### src/rtl/div_unit.sv
// -----------------------------------------------------------------------------
// div_unit
//   Iterative RV32M divider for DIV/DIVU/REM/REMU in the EXE stage.
//   It is a radix-2 restoring divider that produces one quotient bit per cycle.
//   Divide-by-zero and signed overflow finish in a single cycle.
//   While a divide is in progress, div_running asks the stall/flush controller
//   to freeze IF/ID/EXE.
//
// Optional feature (macro DIV_RESULT_CACHE_EN):
//   A single-entry result cache stores the operands and both corrected results
//   of the last normal-path divide. A repeat of the same operands with the same
//   signedness then completes in one cycle.
//
// Parameters:
//   WIDTH        operand/result width
//   CNT_W        iteration counter width (2**CNT_W > WIDTH)
//
// Ports:
//   clk          system clock, rising edge
//   nrst         asynchronous active-low reset
//   start        EXE holds a valid divide instruction
//   op           funct3[1:0]: 00 DIV, 01 DIVU, 10 REM, 11 REMU
//   op_a, op_b   dividend (rs1), divisor (rs2)
//   flush        abort the current operation (active-high)
//   div_running  stall request to the pipeline controller
//   div_done     one-cycle strobe, result valid while high
//   result       quotient or remainder, selected by op
// -----------------------------------------------------------------------------
module div_unit #(
    parameter int WIDTH = 32,
    parameter int CNT_W = 6
) (
    input  logic             clk,
    input  logic             nrst,
    input  logic             start,
    input  logic [1:0]       op,
    input  logic [WIDTH-1:0] op_a,
    input  logic [WIDTH-1:0] op_b,
    input  logic             flush,
    output logic             div_running,
    output logic             div_done,
    output logic [WIDTH-1:0] result
);

    typedef enum logic [1:0] {IDLE, BUSY, DONE} state_t;

    localparam logic [WIDTH-1:0] MIN_NEG = {1'b1, {(WIDTH-1){1'b0}}};

    state_t           state;
    logic [CNT_W-1:0] cnt;
    logic [WIDTH-1:0] rem;
    logic [WIDTH-1:0] quo;
    logic [WIDTH-1:0] divisor;
    logic             sign_q;
    logic             sign_r;
    logic             rem_sel;

    // Decode the incoming instruction.
    // Magnitudes are taken only for signed ops. |0x80000000| stays
    // 0x80000000 and is treated as an unsigned value.
    logic             is_signed_in;
    logic             a_neg;
    logic             b_neg;
    logic [WIDTH-1:0] a_abs;
    logic [WIDTH-1:0] b_abs;
    logic             div_zero;
    logic             ovf;
    logic [WIDTH-1:0] special_res;

    always_comb begin
        is_signed_in = ~op[0];
        a_neg        = is_signed_in & op_a[WIDTH-1];
        b_neg        = is_signed_in & op_b[WIDTH-1];
        a_abs        = a_neg ? (~op_a + 1'b1) : op_a;
        b_abs        = b_neg ? (~op_b + 1'b1) : op_b;
        div_zero     = (op_b == '0);
        ovf          = is_signed_in && (op_a == MIN_NEG) && (op_b == '1);
        if (div_zero)
            special_res = op[1] ? op_a : '1;
        else
            special_res = op[1] ? '0 : MIN_NEG;
    end

    // One restoring step.
    // The trial subtraction is WIDTH+1 bits wide so that its sign bit
    // is kept. A non-negative trial means the divisor fits, so that
    // quotient bit is 1.
    logic [WIDTH:0]   shifted;
    logic [WIDTH:0]   trial;
    logic             trial_ok;
    logic [WIDTH-1:0] rem_next;
    logic [WIDTH-1:0] quo_next;
    logic [WIDTH-1:0] q_fix;
    logic [WIDTH-1:0] r_fix;

    always_comb begin
        shifted  = {rem, quo[WIDTH-1]};
        trial    = shifted - {1'b0, divisor};
        trial_ok = ~trial[WIDTH];
        rem_next = trial_ok ? trial[WIDTH-1:0] : shifted[WIDTH-1:0];
        quo_next = {quo[WIDTH-2:0], trial_ok};
        q_fix    = sign_q ? (~quo_next + 1'b1) : quo_next;
        r_fix    = sign_r ? (~rem_next + 1'b1) : rem_next;
    end

    // The stall request is combinational.
    // It therefore takes effect in the start cycle itself, and a flush
    // masks it in the same cycle.
    always_comb begin
        div_running = ((state == IDLE) && start && !flush) ||
                      ((state == BUSY) && !flush);
    end

    logic             cache_hit;
    logic [WIDTH-1:0] cache_result;
    logic             complete;

    assign complete = (state == BUSY) && !flush && (cnt == CNT_W'(1));

`ifdef DIV_RESULT_CACHE_EN
    logic             cache_valid;
    logic [WIDTH-1:0] cache_a;
    logic [WIDTH-1:0] cache_b;
    logic             cache_signed;
    logic [WIDTH-1:0] cache_q;
    logic [WIDTH-1:0] cache_r;
    logic [WIDTH-1:0] key_a;
    logic [WIDTH-1:0] key_b;
    logic             key_signed;

    // DIV and REM share an entry, and DIVU and REMU share an entry.
    // op[1] only chooses which stored half is returned.
    always_comb begin
        cache_hit    = cache_valid && (op_a == cache_a) && (op_b == cache_b) &&
                       (is_signed_in == cache_signed);
        cache_result = op[1] ? cache_r : cache_q;
    end

    // The raw operands are latched at start and become the cache key.
    // The key is committed when the iteration finishes normally.
    // A flush leaves the stored entry intact; only reset invalidates it.
    always_ff @(posedge clk or negedge nrst) begin
        if (!nrst) begin
            cache_valid  <= 1'b0;
            cache_a      <= '0;
            cache_b      <= '0;
            cache_signed <= 1'b0;
            cache_q      <= '0;
            cache_r      <= '0;
            key_a        <= '0;
            key_b        <= '0;
            key_signed   <= 1'b0;
        end else begin
            if ((state == IDLE) && start && !flush) begin
                key_a      <= op_a;
                key_b      <= op_b;
                key_signed <= is_signed_in;
            end
            if (complete) begin
                cache_valid  <= 1'b1;
                cache_a      <= key_a;
                cache_b      <= key_b;
                cache_signed <= key_signed;
                cache_q      <= q_fix;
                cache_r      <= r_fix;
            end
        end
    end
`else
    assign cache_hit    = 1'b0;
    assign cache_result = '0;
`endif

    // Main control FSM.
    // Special cases and cache hits go straight to DONE with the result
    // loaded on the same edge. Normal divides iterate WIDTH times in BUSY.
    // Flush wins over everything else and never touches result.
    always_ff @(posedge clk or negedge nrst) begin
        if (!nrst) begin
            state    <= IDLE;
            cnt      <= '0;
            rem      <= '0;
            quo      <= '0;
            divisor  <= '0;
            sign_q   <= 1'b0;
            sign_r   <= 1'b0;
            rem_sel  <= 1'b0;
            div_done <= 1'b0;
            result   <= '0;
        end else begin
            div_done <= 1'b0;
            if (flush) begin
                state <= IDLE;
            end else begin
                case (state)
                    IDLE: begin
                        if (start) begin
                            rem_sel <= op[1];
                            divisor <= b_abs;
                            quo     <= a_abs;
                            rem     <= '0;
                            sign_q  <= a_neg ^ b_neg;
                            sign_r  <= a_neg;
                            if (div_zero || ovf) begin
                                result   <= special_res;
                                div_done <= 1'b1;
                                state    <= DONE;
                            end else if (cache_hit) begin
                                result   <= cache_result;
                                div_done <= 1'b1;
                                state    <= DONE;
                            end else begin
                                cnt   <= CNT_W'(WIDTH);
                                state <= BUSY;
                            end
                        end
                    end
                    BUSY: begin
                        rem <= rem_next;
                        quo <= quo_next;
                        cnt <= cnt - 1'b1;
                        if (complete) begin
                            result   <= rem_sel ? r_fix : q_fix;
                            div_done <= 1'b1;
                            state    <= DONE;
                        end
                    end
                    DONE: begin
                        state <= IDLE;
                    end
                    default: begin
                        state <= IDLE;
                    end
                endcase
            end
        end
    end

endmodule

### config.mk
export PLATFORM = sky130hd
export DESIGN_NAME = div_unit
export DESIGN_NICKNAME = d
export VERILOG_FILES = /design/src/rtl/div_unit.sv
export SDC_FILE = /design/constraint.sdc
export NUM_CORES = 1
export LEC_CHECK = 0
export ABC_AREA = 0
export BUFFER_PORTS_ARGS = -buffer_cell sky130_fd_sc_hd__buf_2
export CAP_MARGIN = 0
export CORE_MARGIN = 8
export CORE_UTILIZATION = 40
export DETAILED_ROUTE_END_ITERATION = 10
export PLACE_DENSITY = 0.65
export SETUP_SLACK_MARGIN = 0.15
export SYNTH_ARGS = -nofsm -noshare
export SYNTH_HDL_FRONTEND = slang
export SYNTH_SLANG_ARGS = --single-unit
### constraint.sdc
create_clock -name clk -period 7.2 [get_ports clk]
set_clock_uncertainty 0.1 [all_clocks]
set_input_delay 0.36 -clock clk [delete_from_list [all_inputs] [get_ports clk]]
set_output_delay 0.36 -clock clk [all_outputs]
set_load 0.05 [all_outputs]
* Word level (Yosys, flattened, before mapping)
Cells that the tools add are included.
Cells by class: add/subtract/negate cells 6, multiply operators 0, divide/modulo/power cells 0, magnitude comparators 0, equal/unequal tests 10, shifts and indexed selects 0, mux-type cells 30, bitwise operators 10, reduce and logical (&&, ||, !) cells 17
Operators with widths (count):
- 2-to-1 mux 32 bit | 14
- case mux 32 bit (2 select lines) | 3
- adder 32 x 1 -> 32 bit, second input constant | 4
- NOT 32 bit | 4
- equality test 32 bit, second input constant | 2
- subtractor 33 x 32 -> 33 bit | 1
- zero test 32 bit | 1
- 2-to-1 mux 6 bit | 2
- case mux 6 bit (2 select lines) | 1
- 2-to-1 mux 2 bit | 4
- equality test 6 x 1 -> 1 bit, second input constant | 1
- logical AND 1 bit | 6
- != test 2 bit, second input constant | 3
- != test 3 bit, second input constant | 2
- AND reduction 3 bit | 2
- subtractor 6 x 1 -> 6 bit, second input constant | 1
- AND reduction 5 bit | 1
- 2-to-1 mux 1 bit | 4
- case mux 2 bit (2 select lines) | 1
- AND reduction 4 bit | 1
- NOT 1 bit | 3
- bitwise AND 1 bit | 2
- equality test 2 x 1 -> 1 bit, second input constant | 1
- zero test 2 bit | 1
- other kinds (7) | 8
Word-level totals: register bits 140, bits in latches 0, bits in writable memories 0, bits in read-only memories 0, bits of input ports 70, output and inout port bits 34, logic and storage cells 83, memories 0

* Longest topological paths before layout
word-level depth 8, depth in mapped cells 24, gate-level depth less buffers 22

* Worst setup path after synthesis
Ideal clock, no wire load.
path type register -> register, from register quo[31], to register result[30], setup time 0.132 ns, arrival 4.857 ns, data required time 6.968 ns, path slack 2.111 ns, cell stages (with the launch flop) 25, buffers on the path 2, clock period less this slack 5.089 ns, path through dfrtp_1 > inv_1 > ha_1 > fa_1 > nor2b_1 > o2111ai_1 > a31o_2 > a221oi_1 > a221o_1 > nor2_2 > inv_2 > clkbuf_1 > clkbuf_1 > nor2_1 > a21oi_1 > ha_1 > nand4b_1 > or3_1 > nor3_1 > o211ai_1 > o41ai_2 > nand3_1 > o21ai_0 > xor2_1 > o21ai_1
On the way: longest elaborated chain between the ends 8, elaborated cells between the ends (all ways) 12, classes of those cells add/sub: 3; mux: 6; bitwise: 3
RTL lines:
- start: declaration | line 52 | logic [WIDTH-1:0] quo;
- start signal: assignment | line 200 | quo <= a_abs;
- start signal: assignment | line 220 | quo <= quo_next;
- subtractor 33 x 32 -> 33 bit | line 98 | trial = shifted - {1'b0, divisor};
- 2-to-1 mux 32 bit or NOT 1 bit (tied branches) | line 100, 99
- NOT 32 bit, on equally long branches | line 103, 102
- adder 32 x 1 -> 32 bit, on equally long branches | line 103, 102
- 2-to-1 mux 32 bit, on equally long branches | line 103, 102
- 2-to-1 mux 32 bit * | line 223 | result <= rem_sel ? r_fix : q_fix;
- 2-to-1 mux 32 bit * | line 222 | if (complete) begin
- case mux 32 bit (2 select lines) * | line 195 | case (state)
- end signal: assignment | line 205 | result <= special_res;
- end signal: assignment | line 209 | result <= cache_result;
- end signal: assignment | line 223
- end: declaration | line 42 | output logic [WIDTH-1:0] result
Mark *: on every way between the ends. The rest lies on a longest branch, timed or not. The select of a mux whose other input is x is not followed. A chain may end at the register's enable or synchronous reset.

* Final worst setup path
Ends and elaborated chain as after synthesis.

==> metrics.txt <==
final setup vio count 0; critical path arrival roughly 5900 ps; maximum fanout along the worst path between 40 and 50; R2R Setup Slk about 1500 ps; DP HPWL roughly 29 mm; HP Class input pin to register; Synth top area share ~30%; GRT Util Overall 21.7%; Routed Antenna Nets 0; Final Hold Vio Count 0; Synth Register Bits 140; TritonCTS clock tree built; # port buffers approximately 100; Routed WL a little under 40 mm; worst hold endpoint quo[0]; Syn-to-layout area delta 11.9%; fin crit share 78.5%; Via Count roughly 12000; max-cap violation count 0; Initial Util about two fifths; core area ~29000 sq um; largest net degree at the start of global routing 96; Initial DRC Count 966; fin. max-slew vios 0; nets@finish between 1500 and 2000; CTS sink cnt 140; Slew @ Worst Pin 1120 ps; clk root buf clkbuf_16; RSZ-0062 raised after global routing false; syn_area_per_cell roughly 7.6 sq um; H-tree level count 4; run status finished clean; Post-synth EDFFs 0; critical-path cell list inv_1 -> ha_1 -> fa_1 -> nor2b_1 -> o2111ai_1 -> a31o_2 -> a221oi_1 -> o31ai_2 -> buf_4 -> nor2_2 -> inv_2 -> buf_4 -> a21oi_1 -> ha_1 -> nand4b_1 -> or3_1 -> nor3_1 -> o211ai_1 -> o41ai_2 -> nand3_1 -> o21ai_0 -> xor2_1 -> o21ai_1; Inst Count DP around 2000; IO Pins roughly 100; multi-input logic area around 7600 sq um; R2R depth 23; Reg area about 3500 sq um; Clock transition at path regs roughly 70 ps; die height 187 um; Area after DPL approximately 13000 sq um; Reg-to-Reg End result[30]; Mapped Cells 1541; Final min period 5650 ps; initial antenna violation count 0; setup TNS 0 ps; layout cells sized above 1 ~11%; final instance area approximately 13000 sq um; Yosys cell types 80; Die X about 190 um; Num CTS Buffers 17; P_leak about 5.4 nW; cell area power density between 200 and 300 nW/um^2; Skew-Pair Late Insertion Delay around 440 ps; slowest stage delay, CP 440 ps; Post-CTS Setup Inserts 0; Via density 5.88; Ant. Diodes 0; FF-to-FF Start quo[31]; Mapped Area 11700 sq um; area leader, netlist dfrtp_1; Hold Path Cell Cnt 3; top_reg_cell synth dfrtp_1; Max-Slew Margin vs Limit 24.9%; sequential area share after synthesis between 20% and 30%; Req. time, crit path approximately 7400 ps; DR DRC count 0; CTS Buffer Depth 2; Syn Nets about 1700; wire per inst 19.4 um; fill count roughly 3000; DRT Pass-1 Iters 5; Layout Cells excl Fill around 2000; critical path class register to register; top post-synthesis cells by area dfrtp_1, o21ai_0, a21oi_1, nand2_1, xnor2_1; Max IR drop VDD between 0.2 and 0.25 mV; Yosys warning total 0; routability cong. 0.923; number of global-route vias before repair between 10000 and 15000; crit path launch type register; FMAX roughly 0.18 GHz; remaining global-route overflow 0; Worst Hold Launch op_a[0]; fraction of registers with async set/reset 100%; Die ar. approximately 35000 sq um; first-pass GRT wire length roughly 62 mm; Slowest cell on crit path a221oi_1; Cell Rows slightly above 60; CP Capture Type register
[stage by stage]
stage	utilization (%)	total power [mW]	hold slack [ps]	setup WS [ps]
2_1_floorplan	-	2.44	-35.6	2110
3_3_place_gp	43.5	2.91	356	1790
5_1_grt	45.6	4.11	126	1140
4_1_cts	45.6	3.86	91.2	1590
3_5_place_dp	43.5	2.94	371	1630
6_report	45.6	3.86	119	1550
[cell usage in the layout, fill, tap and decap left out, drive strengths merged, types with 21 or more instances in the layout]
cell     n
xnor2   70
o31ai   28
ha      39
buf    121
o21ai  209
nand3   21
nand4   21
nor3    45
or3     21
nor2   133
dfrtp  140
xor2    60
a21oi  138
inv     68
a31oi   24
nand2  182
[critical path, delay by kind of cell (launching register included)]
family | cells | cell delay (ps)
xor+xnor | 1 | 160
simple gates | 6 | 1300
fa+ha+maj | 3 | 970
buf+inv | 4 | 660
compound gates | 9 | 1920
flops | 1 | 380
[metal layers]
| layer | GRT usage [%] | vias up | wire length (um) |
|---|---|---|---|
| li1 | - | 5658 | - |
| met1 | 29.2 | 5621 | 17700 |
| met4 | 8.89 | 0 | 1210 |
| met3 | 3.17 | 74 | 2000 |
| met5 | 0 | - | 0 |
| met2 | 34.2 | 342 | 17700 |
[cell type report]
class	count	share of cell area, %
clock buffer	18	3.27
clock inverter	14	1.22
inverter	63	1.80
multi-input combinational	1248	58.2
sequential	140	26.7
tap	384	3.66
timing repair buffer	122	5.09
[worst max-delay path by stage]
stage	from	end	slack, ps	cells after the start
2_1_floorplan	quo[31]	result[30]	2110	24
3_5_place_dp	quo[31]	result[30]	1630	23
6_report	quo[31]	result[30]	1550	23
3_3_place_gp	quo[31]	result[30]	1790	23
5_1_grt	quo[31]	result[30]	1140	23
4_1_cts	quo[31]	result[30]	1590	23
[sequential cells by signal (all words and copies together) (netlist names)]
signal	count
cnt	6
div_done	1
divisor	32
quo	32
rem	32
rem_sel	1
result	32
sign_q	1
sign_r	1
state	2
[repair_timing]
action,4_1_cts,5_1_grt
hold buffers,1,0
gates resized for setup,0,0
endpoints found under the hold margin,79,0
[kinds of logic (layout without fill, tap and decap cells)]
logic type | Yosys count | after routing | share of synthesized area [%]
AOI/OAI and AO/OA | 545 | 545 | 28.5
and+or+nand+nor | 513 | 513 | 20.6
buffers and inverters | 153 | 217 | 5.26
DFF | 140 | 140 | 29.9
xor gates and xnor gates | 130 | 130 | 9.72
adders and majority gates | 40 | 40 | 4.34
muxes | 20 | 20 | 1.73
[where the power goes]
part / switching, mW / internal, mW
clock network: 0.401 / 0.518
registers: 0.210 / 0.991
logic: 1.17 / 0.575
total: 1.78 / 2.08
[Yosys cell counts (all sizes together), types with 3 or more instances]
master	number
buf	18
a21oi	138
a211oi	12
inv	63
o221ai	5
ha	39
a31oi	24
clkbuf	72
nand2b	19
and2	9
a211o	6
o21a	13
nand3b	3
nand4	21
o2111ai	8
or2	5
mux2i	18
or3	21
o22ai	6
a21o	13
o21bai	9
nor2b	11
xor2	60
o31ai	28
nor4	17
nand3	21
nand2	182
a22o	5
a221oi	8
dfrtp	140
or4	8
a22oi	5
nor2	133
o21ai	209
o211ai	17
o41ai	14
and3	10
xnor2	70
nor3	45
o31a	5
(Power assumes the default switching activity.)
